===== src/rtl/instr_feeder_if.sv =====
// Sequencer-side bundle: program load port, start/length control, processor
// DIN/Run/Done handshake and status flags.
interface instr_feeder_if #(
  parameter int DW = 16,
  parameter int AW = 5
);
  logic          Load;
  logic [AW-1:0] LoadAddr;
  logic [DW-1:0] LoadData;
  logic [AW:0]   Length;
  logic          Start;
  logic          Done;
  logic [DW-1:0] DIN;
  logic          Run;
  logic          Busy;
  logic          Halted;
  logic          Error;
  logic [AW:0]   PC;

  modport master (
    input  Load, LoadAddr, LoadData, Length, Start, Done,
    output DIN, Run, Busy, Halted, Error, PC
  );

  modport slave (
    output Load, LoadAddr, LoadData, Length, Start, Done,
    input  DIN, Run, Busy, Halted, Error, PC
  );
endinterface


===== src/rtl/instr_feeder.sv =====
// Program sequencer feeding one instruction (plus immediate for mvi) at a time to proc.
// States: IDLE | ISSUE (Run pulse) | IMM (immediate word) | WAIT (for Done) | HALT | ERR
module instr_feeder #(
  parameter int          DW      = 16,
  parameter int          AW      = 5,
  parameter logic [2:0]  MVI_OP  = 3'b001,
  parameter int          TIMEOUT = 64
) (
  input logic             Clock,
  input logic             Reset,
  instr_feeder_if.master  bus
);

  localparam int CW = $clog2(TIMEOUT + 1);

  typedef enum logic [2:0] {
    S_IDLE,
    S_ISSUE,
    S_IMM,
    S_WAIT,
    S_HALT,
    S_ERR
  } state_t;

  state_t        state_q, state_d;
  logic [AW:0]   pc_q, pc_d;
  logic [AW:0]   len_q, len_d;
  logic [CW-1:0] cnt_q, cnt_d;
  logic          busy_q, busy_d;
  logic          halted_q, halted_d;
  logic          error_q, error_d;

  logic [DW-1:0] mem_q [2**AW];

  logic [AW-1:0] cur_addr, prev_addr;
  logic [DW-1:0] cur_word, prev_word;
  logic [AW:0]   pc_inc;
  logic          ctl_idle, pc_at_end, cur_is_mvi;
  logic [DW-1:0] din;
  logic          run;

  assign cur_addr   = pc_q[AW-1:0];
  assign prev_addr  = cur_addr - AW'(1);
  assign cur_word   = mem_q[cur_addr];
  assign prev_word  = mem_q[prev_addr];
  assign pc_inc     = pc_q + (AW+1)'(1);
  assign pc_at_end  = (pc_q == len_q);
  assign cur_is_mvi = (cur_word[DW-1 -: 3] == MVI_OP);
  assign ctl_idle   = (state_q == S_IDLE) || (state_q == S_HALT) || (state_q == S_ERR);

  // Program memory is deliberately left out of reset so a program survives it.
  always_ff @(posedge Clock) begin
    if (bus.Load && ctl_idle) mem_q[bus.LoadAddr] <= bus.LoadData;
  end

  always_comb begin
    state_d = state_q;
    pc_d    = pc_q;
    len_d   = len_q;
    cnt_d   = cnt_q;
    case (state_q)
      S_IDLE, S_HALT, S_ERR: begin
        if (bus.Start) begin
          len_d   = bus.Length;
          pc_d    = '0;
          cnt_d   = '0;
          state_d = (bus.Length == '0) ? S_HALT : S_ISSUE;
        end
      end
      S_ISSUE: begin
        pc_d    = pc_inc;
        cnt_d   = '0;
        state_d = cur_is_mvi ? S_IMM : S_WAIT;
      end
      S_IMM: begin
        if (pc_at_end) begin
          state_d = S_ERR;
        end else begin
          pc_d = pc_inc;
          if (bus.Done) state_d = (pc_inc == len_q) ? S_HALT : S_ISSUE;
          else          state_d = S_WAIT;
        end
      end
      S_WAIT: begin
        cnt_d = cnt_q + CW'(1);
        // Done beats a timeout landing in the same cycle.
        if (bus.Done)                         state_d = pc_at_end ? S_HALT : S_ISSUE;
        else if (cnt_q == CW'(TIMEOUT - 2))   state_d = S_ERR;
      end
      default: state_d = S_IDLE;
    endcase
    busy_d   = (state_d == S_ISSUE) || (state_d == S_IMM) || (state_d == S_WAIT);
    halted_d = (state_d == S_HALT);
    error_d  = (state_d == S_ERR);
  end

  always_ff @(posedge Clock or posedge Reset) begin
    if (Reset) begin
      state_q  <= S_IDLE;
      pc_q     <= '0;
      len_q    <= '0;
      cnt_q    <= '0;
      busy_q   <= 1'b0;
      halted_q <= 1'b0;
      error_q  <= 1'b0;
    end else begin
      state_q  <= state_d;
      pc_q     <= pc_d;
      len_q    <= len_d;
      cnt_q    <= cnt_d;
      busy_q   <= busy_d;
      halted_q <= halted_d;
      error_q  <= error_d;
    end
  end

  // WAIT re-presents the word just issued; memory cannot change while busy.
  always_comb begin
    din = '0;
    run = 1'b0;
    case (state_q)
      S_ISSUE: begin
        din = cur_word;
        run = 1'b1;
      end
      S_IMM:   if (!pc_at_end) din = cur_word;
      S_WAIT:  din = prev_word;
      default: ;
    endcase
  end

  assign bus.DIN    = din;
  assign bus.Run    = run;
  assign bus.Busy   = busy_q;
  assign bus.Halted = halted_q;
  assign bus.Error  = error_q;
  assign bus.PC     = pc_q;

endmodule


===== src/flat_wrapper.sv =====
// flat-port wrapper written by rule: the top's interface ports become plain ports
module instr_feeder_flat 
#(
  parameter int          DW      = 16,
  parameter int          AW      = 5,
  parameter logic [2:0]  MVI_OP  = 3'b001,
  parameter int          TIMEOUT = 64
)
  (Clock, Reset, bus_Load, bus_LoadAddr, bus_LoadData, bus_Length, bus_Start, bus_Done, bus_DIN, bus_Run, bus_Busy, bus_Halted, bus_Error, bus_PC);
  instr_feeder_if #(.DW(DW), .AW(AW)) bus_i ();
  input logic Clock;
  input logic Reset;
  input wire logic [$bits(bus_i.Load)-1:0] bus_Load;
  input wire logic [$bits(bus_i.LoadAddr)-1:0] bus_LoadAddr;
  input wire logic [$bits(bus_i.LoadData)-1:0] bus_LoadData;
  input wire logic [$bits(bus_i.Length)-1:0] bus_Length;
  input wire logic [$bits(bus_i.Start)-1:0] bus_Start;
  input wire logic [$bits(bus_i.Done)-1:0] bus_Done;
  output wire logic [$bits(bus_i.DIN)-1:0] bus_DIN;
  output wire logic [$bits(bus_i.Run)-1:0] bus_Run;
  output wire logic [$bits(bus_i.Busy)-1:0] bus_Busy;
  output wire logic [$bits(bus_i.Halted)-1:0] bus_Halted;
  output wire logic [$bits(bus_i.Error)-1:0] bus_Error;
  output wire logic [$bits(bus_i.PC)-1:0] bus_PC;
  assign bus_i.Load = bus_Load;
  assign bus_i.LoadAddr = bus_LoadAddr;
  assign bus_i.LoadData = bus_LoadData;
  assign bus_i.Length = bus_Length;
  assign bus_i.Start = bus_Start;
  assign bus_i.Done = bus_Done;
  assign bus_DIN = bus_i.DIN;
  assign bus_Run = bus_i.Run;
  assign bus_Busy = bus_i.Busy;
  assign bus_Halted = bus_i.Halted;
  assign bus_Error = bus_i.Error;
  assign bus_PC = bus_i.PC;
  instr_feeder #(.DW(DW), .AW(AW), .MVI_OP(MVI_OP), .TIMEOUT(TIMEOUT)) u_core (.Clock(Clock), .Reset(Reset), .bus(bus_i));
endmodule

===== config.mk =====
export PLATFORM = sky130hd
export DESIGN_NAME = instr_feeder_flat
export DESIGN_NICKNAME = d
export VERILOG_FILES = /design/src/rtl/instr_feeder_if.sv /design/src/rtl/instr_feeder.sv /design/src/flat_wrapper.sv
export SDC_FILE = /design/constraint.sdc
export NUM_CORES = 1
export LEC_CHECK = 0
export CORE_MARGIN = 8
export CORE_UTILIZATION = 45
export CTS_CLUSTER_SIZE = 24
export DETAILED_ROUTE_END_ITERATION = 10
export PLACE_DENSITY_LB_ADDON = 0.08
export SYNTH_ARGS = -nofsm -noshare
export SYNTH_HDL_FRONTEND = slang
export SYNTH_SLANG_ARGS = --single-unit

===== constraint.sdc =====
create_clock -name Clock -period 8.2 [get_ports Clock]
set_input_delay 2.46 -clock Clock [delete_from_list [all_inputs] [get_ports Clock]]
set_output_delay 2.46 -clock Clock [all_outputs]
set_load 0.02 [all_outputs]

======== Word-level counts from Yosys, hierarchy flattened ========
Memories as Yosys holds them, arrays and structs flattened.
Cells that the tools add are included.
operators by class
  $add $sub $neg .......................... 3
  equality and inequality tests ........... 16
  multiplexer cells ....................... 20
  reductions and logical operators ........ 13
operators with widths
  kind                                                                   number
  16-bit one-hot mux with 3 select lines                                 1
  3-bit 2-to-1 mux                                                       8
  7-bit one-hot mux with 3 select lines                                  1
  6-bit one-hot mux with 3 select lines                                  1
  16-bit 2-to-1 mux                                                      1
  3-bit by 2-bit equality test with 1-bit output, second input constant  4
  3-bit equality test, second input constant                             4
  6-bit equality test                                                    2
  6-bit 2-to-1 mux                                                       2
  3-bit one-hot mux with 4 select lines                                  1
  3-bit by 1-bit equality test with 1-bit output, second input constant  3
  7-bit by 1-bit adder with 7-bit output, second input constant          1
  7-bit by 6-bit equality test with 1-bit output, second input constant  1
  7-bit 2-to-1 mux                                                       1
  6-bit by 1-bit adder with 6-bit output, second input constant          1
  6-bit zero test                                                        1
  3-bit nonzero test                                                     2
  5-bit by 1-bit subtractor with 5-bit output, second input constant     1
  1-bit logical OR                                                       4
  1-bit 2-to-1 mux                                                       4
  2-bit != test, second input constant                                   2
  2-bit AND reduction                                                    2
  3-bit zero test                                                        1
  3-bit AND reduction                                                    1
  2 further kinds                                                        2
word-level totals
  register bits ........................... 25
  memory bits (writable) .................. 512
  input port bits ......................... 32
  word-level logic and storage cells ...... 60
  memories ................................ 1
memory list
  memory        depth  bits a word  rd ports  clocked after Yosys merged registers in  wr ports  line                RTL
  u_core.mem_q  32     16           2         0                                        1         instr_feeder.sv:33  logic [DW-1:0] mem_q [2**AW];

======== Depth between registers and ports, before layout ========
Gate-level depths: netlist (run 1).
  word-level depth ........................ 9
  gate-level depth with buffers ........... 12
  depth with buffers taken out ............ 8

======== Worst setup path before layout (run 1) ========
OpenSTA, ideal clock, no wires.
  kind .................................... flip-flop to output port
  from .................................... reg u_core.pc_q[0] (netlist: u_core.bus.PC[0])
  to ...................................... out bus_DIN[0]
  data arrival time ....................... 3,286 ps
  required time ........................... 5,740 ps
  slack ................................... 2,454 ps
  stages on the path, launching flop included .. 13
  buffers on the path ..................... 6
  cell sequence ........................... dfrtp_1 -> buf_6 -> buf_6 -> buf_4 -> buf_4 -> inv_1 -> ha_1 -> buf_1 -> clkbuf_1 -> mux4_2 -> mux4_2 -> mux2i_1 -> o22ai_1
between the ends
  cells in the longest elaborated chain, start to end .. 3
RTL lines
  what                                                                 line                 RTL
  from (decl)                                                          instr_feeder.sv:26   logic [AW:0] pc_q, pc_d;
  from (signal assigned)                                               instr_feeder.sv:108  pc_q <= pc_d;
  5-bit by 1-bit subtractor with 5-bit output (tied with other cells)  instr_feeder.sv:43   assign prev_addr = cur_addr - AW'(1);
  memory read 32 x 16 bit or 16-bit 2-to-1 mux (tied branches)         --
  16-bit one-hot mux with 3 select lines *                             instr_feeder.sv:121  case (state_q)
  to (decl)                                                            flat_wrapper.sv:19   output wire logic [$bits(bus_i.DIN)-1:0] bus_DIN;
Mark *: on every way between the ends. The rest lies on a longest branch, timed or not.

======== Final worst setup path (run 1) ========
Ends and elaborated chain as after synthesis.

==> results of run 1 <==
==> per-layer routing <==
metal	wire (um)	share of wire, %
met2	33340	47
met4	1620	2.3
met5	0	0
met1	29970	43
met3	5365	7.6
==> logic make-up (layout without fill, tap and decap cells) <==
logic type / Yosys count / count (layout) / share of synthesized area, %
xor gates and xnor gates: 15 / 15 / 0.5481
buffers and inverters: 103 / 224 / 2.237
AOI/OAI and AO/OA: 80 / 80 / 2.222
DFF: 537 / 537 / 63.15
muxes: 359 / 359 / 29.40
adders and majority gates: 4 / 4 / 0.1975
and+or+nand+nor: 120 / 120 / 2.252
==> power by group <==
part	switching [mW]	internal [mW]	total [mW]
clock	1.10	1.76	2.86
sequential	0.123	3.06	3.19
combinational	2.42	2.35	4.78
total	3.65	7.18	10.8
==> worst register-to-register path: stages (launching register included) <==
cell      delay (ns)
dfrtp_4         0.82
inv_1           0.20
ha_4            0.73
buf_4           0.48
xnor2_1         0.21
and3_1          0.18
o2111a_1        0.21
o221ai_1        0.20
a211oi_1        0.27
==> worst max-delay path by stage <==
stage	start	endpoint	slack, ns	cells past startpoint
after floorplan	u_core.bus.PC[0]$_DFFE_PP0P_	bus_DIN[0]	2.45	12
after global placement	u_core.bus.PC[0]$_DFFE_PP0P_	bus_DIN[0]	1.47	8
after detailed placement	u_core.bus.PC[0]$_DFFE_PP0P_	bus_DIN[0]	1.46	8
after CTS	u_core.bus.PC[0]$_DFFE_PP0P_	bus_DIN[0]	0.79	8
after global routing	u_core.bus.PC[0]$_DFFE_PP0P_	bus_DIN[0]	0.66	8
final	u_core.bus.PC[0]$_DFFE_PP0P_	bus_DIN[0]	0.91	8
==> cell usage after synthesis (7+ instances only) <==
| library cell | instances |
|---|---|
| a21oi_1 | 7 |
| buf_2 | 42 |
| buf_4 | 10 |
| buf_6 | 12 |
| clkbuf_1 | 27 |
| dfrtp_1 | 25 |
| edfxtp_1 | 512 |
| inv_1 | 11 |
| mux2_2 | 11 |
| mux2i_1 | 41 |
| mux4_2 | 307 |
| nand2_1 | 23 |
| nand3_1 | 12 |
| nor2_1 | 48 |
| o21ai_0 | 14 |
| o22ai_1 | 18 |
| xor2_1 | 8 |
==> through the flow <==
step	total power [mW]	instance area, um^2	util, %	setup slack [ns]	std cells
floorplan	6.634	25340	-	2.454	1218
global placement	8.069	26880	47.95	1.465	1988
detailed placement	8.064	26880	47.95	1.463	1988
CTS	10.95	28980	51.70	0.7912	2095
global route	11.26	28980	51.70	0.6604	2095
finish	10.83	28980	51.70	0.9114	2095
==> sequential cells by signal (all words and copies together), names as in the netlist <==
signal,flops
u_core.bus.Error,1
u_core.bus.PC,6
u_core.bus.Halted,1
u_core.cnt_q,7
u_core.len_q,6
u_core.bus.Busy,1
u_core.state_q,3
u_core.mem_q,512
==> area by class of cell <==
class	instances	area, um^2	share of cell area, %
sequential	537	16010	55.25
clock inverter	37	583.1	2.012
inverter	11	41.29	0.1425
tap	756	945.9	3.264
multi-input combinational	578	8892	30.68
timing repair buffer	106	988.4	3.411
clock buffer	70	1518	5.237
==> impl_metrics.toml, run 1 <==
[clocking]
cts_buffers = 59
hold_buffers = 0
clk_pin_slew_ns = 0.06
ctsResizeCount = 0
cts.sink_count = 537
clock-root-buffer = "clkbuf_16"
cts_tree = "done"
cts_max_level = 2
post_cts_buffers = 0
insertion_delay_ns = 0.63
clock_path_buffers = 3

[sta]
worst_pin_slew_ns = 1.176
fin_hold_ws_ns = 0.5373
min_period_ns = 7.289
tns_ns = 0
max-slew-margin-rel_pct = 21.37
finalCritPeriodShare_pct = 88.89
fin_worst_skew_ns = 0.02988
maxSlewViolCount = 0
max_freq_ghz = 0.1372
finalHoldViolCount = 0
setup_viol = 0
grt_setup_unrepaired = "no"

[min_path]
holdPathEnd = "u_core.len_q[5]$_DFFE_PP0P_"
holdPathStages = 1
min_path_type = "flop to flop"
hp-start = "u_core.len_q[5]$_DFFE_PP0P_"

[setup_path]
crit_family = "buffers and inverters"
path_class = "flop to output pin"
required_ns = 5.74
path_cells = "inv_1 -> ha_4 -> buf_4 -> mux4_2 -> mux4_2 -> mux2i_1 -> o22ai_1 -> clkdlybuf4s50_1"
max_stage_delay_ns = 0.82
r2r_cells = 8
r2r-start = "u_core.bus.PC[0]$_DFFE_PP0P_"
path_common_cell = "mux4_2"
critPathBufInv = 3
end_kind = "output pin"
worstSetupStartpointType = "flop"
reg2reg_to = "u_core.bus.Halted$_DFF_PP0_"
r2r_slack_ns = 4.79
crit_slowest_cell = "dfrtp_4"
critPathArrivalTime_ns = 4.83
path_max_fanout = 38

[route]
drtIter0Drc = 1494
drt-wirelength-per-cell_um = 33.55
num_vias = 13570
via_per_inst = 6.478
ant_nets = 0
dr.pass1.iters = 5
drc = 0
drt-total-wl_um = 70300

[logic_synthesis]
mappedNetlistArea_um2 = 25340
synth.distinct_cells = 56
synth_edf_count = 512
synth_top_cell_area_share_pct = 60.68
ys_ff_latch = 537
synth.top_cells.by_area = "edfxtp_1 (61%), mux4_2 (27%), dfrtp_1 (2.5%), mux2i_1 (1.6%), buf_2 (0.83%)"
ys_warn_count = 0
syn-num-nets = 1254
synthFlopType = "edfxtp_1"
syn_inst = 1218
synth_area_per_cell_um2 = 20.80
synth_top_area_cell = "edfxtp_1"
synth.yosys.seq_area_share_pct = 63.15
async_flop_share_pct = 4.655

[final_layout]
layout_commonest_cell = "edfxtp_1"
syn2layout_area_growth_pct = 14.38
drive_gt1_share_pct = 37.42
nFillCells = 4437
final_net_count = 1329
mostFrequentLayoutCells = "edfxtp_1 (512), mux4_2 (307), clkbuf_16 (59)"
antennaDiodeCount = 0

[floorplan]
die_w_um = 253.3
core_area_um2 = 56060
start_util_pct = 45.20
fp.dieH_um = 253.3
pin_count = 58
rows = 87
die-area_um2 = 64160

[run_status]
status = "complete, no violations"

[pwr]
power.density_nw_per_um2 = 373.6
ir_drop_mv = 0.3431
leakage_nw = 9.100

[global_route]
gr-usage-all-layers_pct = 22.10
grt-ovfl-total = 0
grt_pass1_vias = 13770
grt.busiest_layer = "met2"
grt_first_pass_wirelength_um = 100800
met3_usage_pct = 4.177
grt_antenna_before_repair = 0
grtUsageMet1_pct = 31.77
met2_usage_pct = 34.71
grt_max_degree = 107

[placed_design]
place_congestion = 0.7837
post-dp-hpwl_um = 40930
io_buffers = 57

[job]
max_cap_violations = 0
Power figures use the tool's default switching activity.
==> run 2: changes to the inputs <==
--- a/config.mk
+++ b/config.mk
@@ -5,6 +5,7 @@
 export SDC_FILE = /design/constraint.sdc
 export NUM_CORES = 1
 export LEC_CHECK = 0
+export CAP_MARGIN = 20
 export CORE_MARGIN = 8
 export CORE_UTILIZATION = 45
 export CTS_CLUSTER_SIZE = 24
==> run 2 against run 1 <==
Net effect: cell count increased by 0.29%; critical path type unchanged; core utilization up 0.27 points; critical path depth unchanged; global-route usage stayed put; register-to-register slack got worse by 0.02 ns.
==> impl_metrics.toml, run 2 (synthesis results as in run 1) <==
[setup_path]
path_cells = "inv_1 -> ha_4 -> buf_4 -> mux4_2 -> mux4_2 -> mux2i_1 -> o22ai_1 -> clkdlybuf4s50_1"
required_ns = 5.74
max_stage_delay_ns = 0.83
path_class = "flop to output pin"
crit_end = "bus_DIN[0]"
crit_slowest_cell = "dfrtp_4"
critPathArrivalTime_ns = 4.82
worstSetupStartpointType = "flop"
end_kind = "output pin"
r2r_slack_ns = 4.77
reg2reg_to = "u_core.bus.Halted$_DFF_PP0_"
r2r-start = "u_core.bus.PC[0]$_DFFE_PP0P_"
startpoint = "u_core.bus.PC[0]$_DFFE_PP0P_"
path_common_cell = "mux4_2"
r2r_cells = 8
path_max_fanout = 38

[clocking]
clk_pin_slew_ns = 0.06
cts_max_level = 2
post_cts_buffers = 0
clock-root-buffer = "clkbuf_16"
cts_buffers = 59
ctsResizeCount = 0
insertion_delay_ns = 0.63
cts_tree = "done"
cts.sink_count = 537
hold_buffers = 0
clock_path_buffers = 3

[route]
dr.pass1.iters = 5
drc = 0
num_vias = 13700
drt-total-wl_um = 70400
drtIter0Drc = 1428
drt-wirelength-per-cell_um = 33.51
ant_nets = 0
via_per_inst = 6.523

[run_status]
status = "complete, no violations"

[pwr]
p_comb_share_pct = 44.2
ir_drop_mv = 0.3431
leakage_nw = 9.171
switching_power_mw = 3.655
power_mw = 10.84
power_frac_clock_pct = 26.4
p_int_mw = 7.189
power.density_nw_per_um2 = 372.2
swShare_pct = 33.70
seq_power_share_pct = 29.4

[final_layout]
largest_reg_flops = 512
final_net_count = 1335
final_area_um2 = 29130
mostFrequentLayoutCells = "edfxtp_1 (512), mux4_2 (307), clkbuf_16 (59)"
syn2layout_area_growth_pct = 14.98
max_flop_register = "u_core.mem_q"
layout_commonest_cell = "edfxtp_1"
drive_gt1_share_pct = 37.70
antennaDiodeCount = 0
nFillCells = 4424
postLayoutCoreUtil_pct = 51.97
reg_top3 = "u_core.mem_q (512), u_core.cnt_q (7)"

[sta]
tns_ns = 0
min_period_ns = 7.280
setup_viol = 0
worst_pin_slew_ns = 1.082
finalHoldViolCount = 0
finalCritPeriodShare_pct = 88.78
fin_worst_skew_ns = 0.02739
maxSlewViolCount = 0
max-slew-margin-rel_pct = 27.61
grt_setup_unrepaired = "no"
max_freq_ghz = 0.1374
fin_hold_ws_ns = 0.5411

[global_route]
grt-ovfl-total = 0
gr-usage-all-layers_pct = 22.10
grt_antenna_before_repair = 0
grt_pass1_vias = 13770
grt_max_degree = 107
grt_first_pass_wirelength_um = 100800

[placed_design]
dpl_cell_area_um2 = 26880
io_buffers = 57
place_congestion = 0.7837
post-dp-hpwl_um = 40930

[floorplan]
core_area_um2 = 56060
rows = 87
fp.dieH_um = 253.3
pin_count = 58
die_w_um = 253.3
die-area_um2 = 64160
start_util_pct = 45.20

[min_path]
min_path_type = "flop to flop"

[job]
max_cap_violations = 0
==> run 2: changes by cell type in the layout (fill, tap and decap cells not counted) <==
cell / before / now
buf_16: 0 / 5
buf_8: 0 / 1
==> run 2: power by group through the flow <==
stage	logic [mW]	registers [mW]	clock network, mW
2_1_floorplan	3.48	3.16	0
3_3_place_gp	4.82	3.24	0
3_5_place_dp	4.82	3.25	0
4_1_cts	4.84	3.19	2.92
5_1_grt	5.05	3.20	3.02
6_report	4.79	3.19	2.86
==> run 2: layout make-up <==
cell class / instances / area (um^2) / share of cell area (%)
Multi-Input combinational cell: 578 / 8892 / 30.52
Clock buffer: 70 / 1518 / 5.209
Inverter: 11 / 41.29 / 0.1417
Clock inverter: 37 / 583.1 / 2.001
Timing Repair Buffer: 112 / 1141 / 3.917
Sequential cell: 537 / 16010 / 54.96
Tap cell: 756 / 945.9 / 3.247
==> run 2: through the flow <==
| step | std cells | worst slack, ns |
|---|---|---|
| 2_1_floorplan | 1218 | 2.454 |
| 3_3_place_gp | 1988 | 1.465 |
| 3_5_place_dp | 1988 | 1.463 |
| 4_1_cts | 2095 | 0.7912 |
| 5_1_grt | 2101 | 0.6604 |
| 6_report | 2101 | 0.9199 |
==> run 2: how the worst min path moves through the flow <==
stage	start	end	slack, ns	cells past startpoint
after floorplan	u_core.cnt_q[6]$_DFFE_PP0P_	u_core.cnt_q[6]$_DFFE_PP0P_	0.50	2
after global placement	u_core.len_q[0]$_DFFE_PP0P_	u_core.len_q[0]$_DFFE_PP0P_	0.51	1
after detailed placement	u_core.len_q[5]$_DFFE_PP0P_	u_core.len_q[5]$_DFFE_PP0P_	0.53	1
after CTS	u_core.len_q[5]$_DFFE_PP0P_	u_core.len_q[5]$_DFFE_PP0P_	0.54	1
after global routing	u_core.len_q[0]$_DFFE_PP0P_	u_core.len_q[0]$_DFFE_PP0P_	0.57	1
final	u_core.cnt_q[6]$_DFFE_PP0P_	u_core.cnt_q[6]$_DFFE_PP0P_	0.54	2
==> run 2: critical path: cells and delay by family (launching register included) <==
| kind | cells | cell delay, ns |
|---|---|---|
| DFF | 1 | 0.83 |
| AOI/OAI and AO/OA | 1 | 0.23 |
| buffers and inverters | 3 | 1.32 |
| adders and majority gates | 1 | 0.74 |
| muxes | 3 | 1.05 |
==> run 2: layer usage <==
layer | global-route usage, % | share of wire (%) | wire length (um) | up-vias
li1 | - | - | - | 5482
met1 | 31.77 | 43 | 30510 | 7544
met2 | 34.71 | 47 | 33440 | 582
met3 | 4.177 | 6.9 | 4861 | 96
met4 | 5.736 | 2.3 | 1593 | 0
met5 | 0 | 0 | 0 | -
==> run 3: changes to the inputs <==
--- a/config.mk
+++ b/config.mk
@@ -7,7 +7,7 @@
 export LEC_CHECK = 0
 export CAP_MARGIN = 20
 export CORE_MARGIN = 8
-export CORE_UTILIZATION = 45
+export CORE_UTILIZATION = 50
 export CTS_CLUSTER_SIZE = 24
 export DETAILED_ROUTE_END_ITERATION = 10
 export PLACE_DENSITY_LB_ADDON = 0.08
==> run 3 against run 2 <==
Net effect: critical path depth is the same; sequential power grew 1%; register-to-register slack lost 0.11 ns; clock power shrank 18%; core utilization grew 5.0 points; count of clock-buffer cells in the layout shrank 1; total power shrank 5.6%; setup slack lost 0.054 ns; routed wire length shrank 5.8%; cell count shrank 4.6%; largest power group unchanged; highest routed layer unchanged.
==> impl_metrics.toml, run 3 (synthesis results as in run 1) <==
[global_route]
grt_first_pass_wirelength_um = 96860
grt_max_degree = 146
grt_pass1_vias = 13830
gr-usage-all-layers_pct = 23.36
grt-ovfl-total = 0
grt_antenna_before_repair = 1

[final_layout]
seqCellArea_um2 = 16010
largest_reg_flops = 512
drive_gt1_share_pct = 36.34
final_net_count = 1328
syn2layout_area_growth_pct = 12.58
nFillCells = 3740
multi_input_area_um2 = 8890
final_area_um2 = 28530
reg_top3 = "u_core.mem_q (512), u_core.cnt_q (7)"
layout_commonest_cell = "edfxtp_1"
mostFrequentLayoutCells = "edfxtp_1 (512), mux4_2 (307), clkbuf_16 (59)"
max_flop_register = "u_core.mem_q"

[min_path]
holdPathEnd = "u_core.len_q[4]$_DFFE_PP0P_"
min_path_type = "flop to flop"
hp-start = "u_core.len_q[4]$_DFFE_PP0P_"
holdPathStages = 1

[sta]
fin_worst_skew_ns = 0.01263
tns_ns = 0
finalHoldViolCount = 0
setup_viol = 0
min_period_ns = 7.334
fin_hold_ws_ns = 0.5434
max-slew-margin-rel_pct = 21.10
max_freq_ghz = 0.1364
finalCritPeriodShare_pct = 89.44
grt_setup_unrepaired = "no"
worst_pin_slew_ns = 1.184
maxSlewViolCount = 0

[clocking]
ctsResizeCount = 0
clock_path_buffers = 3
cts_buffers = 56
clk_pin_slew_ns = 0.06
insertion_delay_ns = 0.60
cts_max_level = 2
cts_tree = "done"
hold_buffers = 0
clock-root-buffer = "clkbuf_16"
cts.sink_count = 537
post_cts_buffers = 0

[floorplan]
die_w_um = 241.1
die-area_um2 = 58140
start_util_pct = 50.61
fp.dieH_um = 241.1
core_area_um2 = 50070
rows = 82
pin_count = 58

[route]
ant_nets = 0
dr.pass1.iters = 5
drt-total-wl_um = 66310
num_vias = 13410
via_per_inst = 6.690
drt-wirelength-per-cell_um = 33.07
drtIter0Drc = 1321
drc = 0

[setup_path]
required_ns = 5.74
reg2reg_to = "u_core.state_q[0]$_DFF_PP0_"
worstSetupStartpointType = "flop"
r2r_cells = 6
r2r-start = "u_core.bus.PC[0]$_DFFE_PP0P_"
path_max_fanout = 50
r2r_slack_ns = 4.66
path_class = "flop to output pin"
end_kind = "output pin"
critPathArrivalTime_ns = 4.87

[placed_design]
place_congestion = 0.8232
post-dp-hpwl_um = 39620
io_buffers = 57
dpl_cell_area_um2 = 26750

[pwr]
power.density_nw_per_um2 = 358.8
leakage_nw = 8.923
power_mw = 10.23
ir_drop_mv = 0.3011

[run_status]
status = "complete, no violations"

[job]
max_cap_violations = 0
[run 3: how the worst max path moves through the flow]
stage                                             from     endpoint  slack [ns]  depth (start not counted)
after CTS                 u_core.bus.PC[1]$_DFFE_PP0P_  bus_DIN[10]        0.80                          8
final                     u_core.bus.PC[1]$_DFFE_PP0P_  bus_DIN[10]        0.87                          8
after floorplan           u_core.bus.PC[0]$_DFFE_PP0P_   bus_DIN[0]        2.45                         12
after global routing      u_core.bus.PC[1]$_DFFE_PP0P_  bus_DIN[10]        0.64                          8
after detailed placement  u_core.bus.PC[0]$_DFFE_PP0P_  bus_DIN[10]        1.46                          8
after global placement    u_core.bus.PC[0]$_DFFE_PP0P_  bus_DIN[10]        1.54                          8
[run 3: worst max-delay path, cell delays in order, from the launching register on]
cell and delay (ns):
dfrtp_4 0.72, inv_1 0.26, ha_4 0.89, buf_4 0.54
mux4_2 0.37, mux4_2 0.49, mux2i_1 0.15, o22ai_1 0.18
clkdlybuf4s50_1 0.61
[run 3: final cells by class]
type | count | share of cell area (%)
Sequential cell | 537 | 56.13
Multi-Input combinational cell | 578 | 31.16
Clock buffer | 69 | 5.158
Timing Repair Buffer | 108 | 3.763
Tap cell | 672 | 2.947
Clock inverter | 29 | 0.6799
Inverter | 11 | 0.1447
Antenna cell | 1 | 0.008772
[run 3: report_power, final]
| part | total (mW) | internal [mW] | leakage [nW] | switching (mW) |
|---|---|---|---|---|
| clock | 2.35 | 1.32 | 0.810 | 1.03 |
| combinational | 4.65 | 2.36 | 3.19 | 2.29 |
| sequential | 3.23 | 3.06 | 4.92 | 0.168 |
[run 3: per-layer routing]
layer  GRT usage, %  vias up  routed length (um)
met5              0        -                   0
met4          7.674        0                1997
met3          6.234      123                5496
met2          38.32      593               32810
met1          30.35     7245               26010
li1               -     5453                   -
[run 3: metrics by stage]
step | util [%] | setup slack, ns | instances
floorplan | - | 2.454 | 1218
global route | 56.97 | 0.6361 | 2005
global placement | 53.43 | 1.536 | 1901
detailed placement | 53.43 | 1.464 | 1901
CTS | 56.75 | 0.8022 | 1999
finish | 56.97 | 0.8660 | 2005
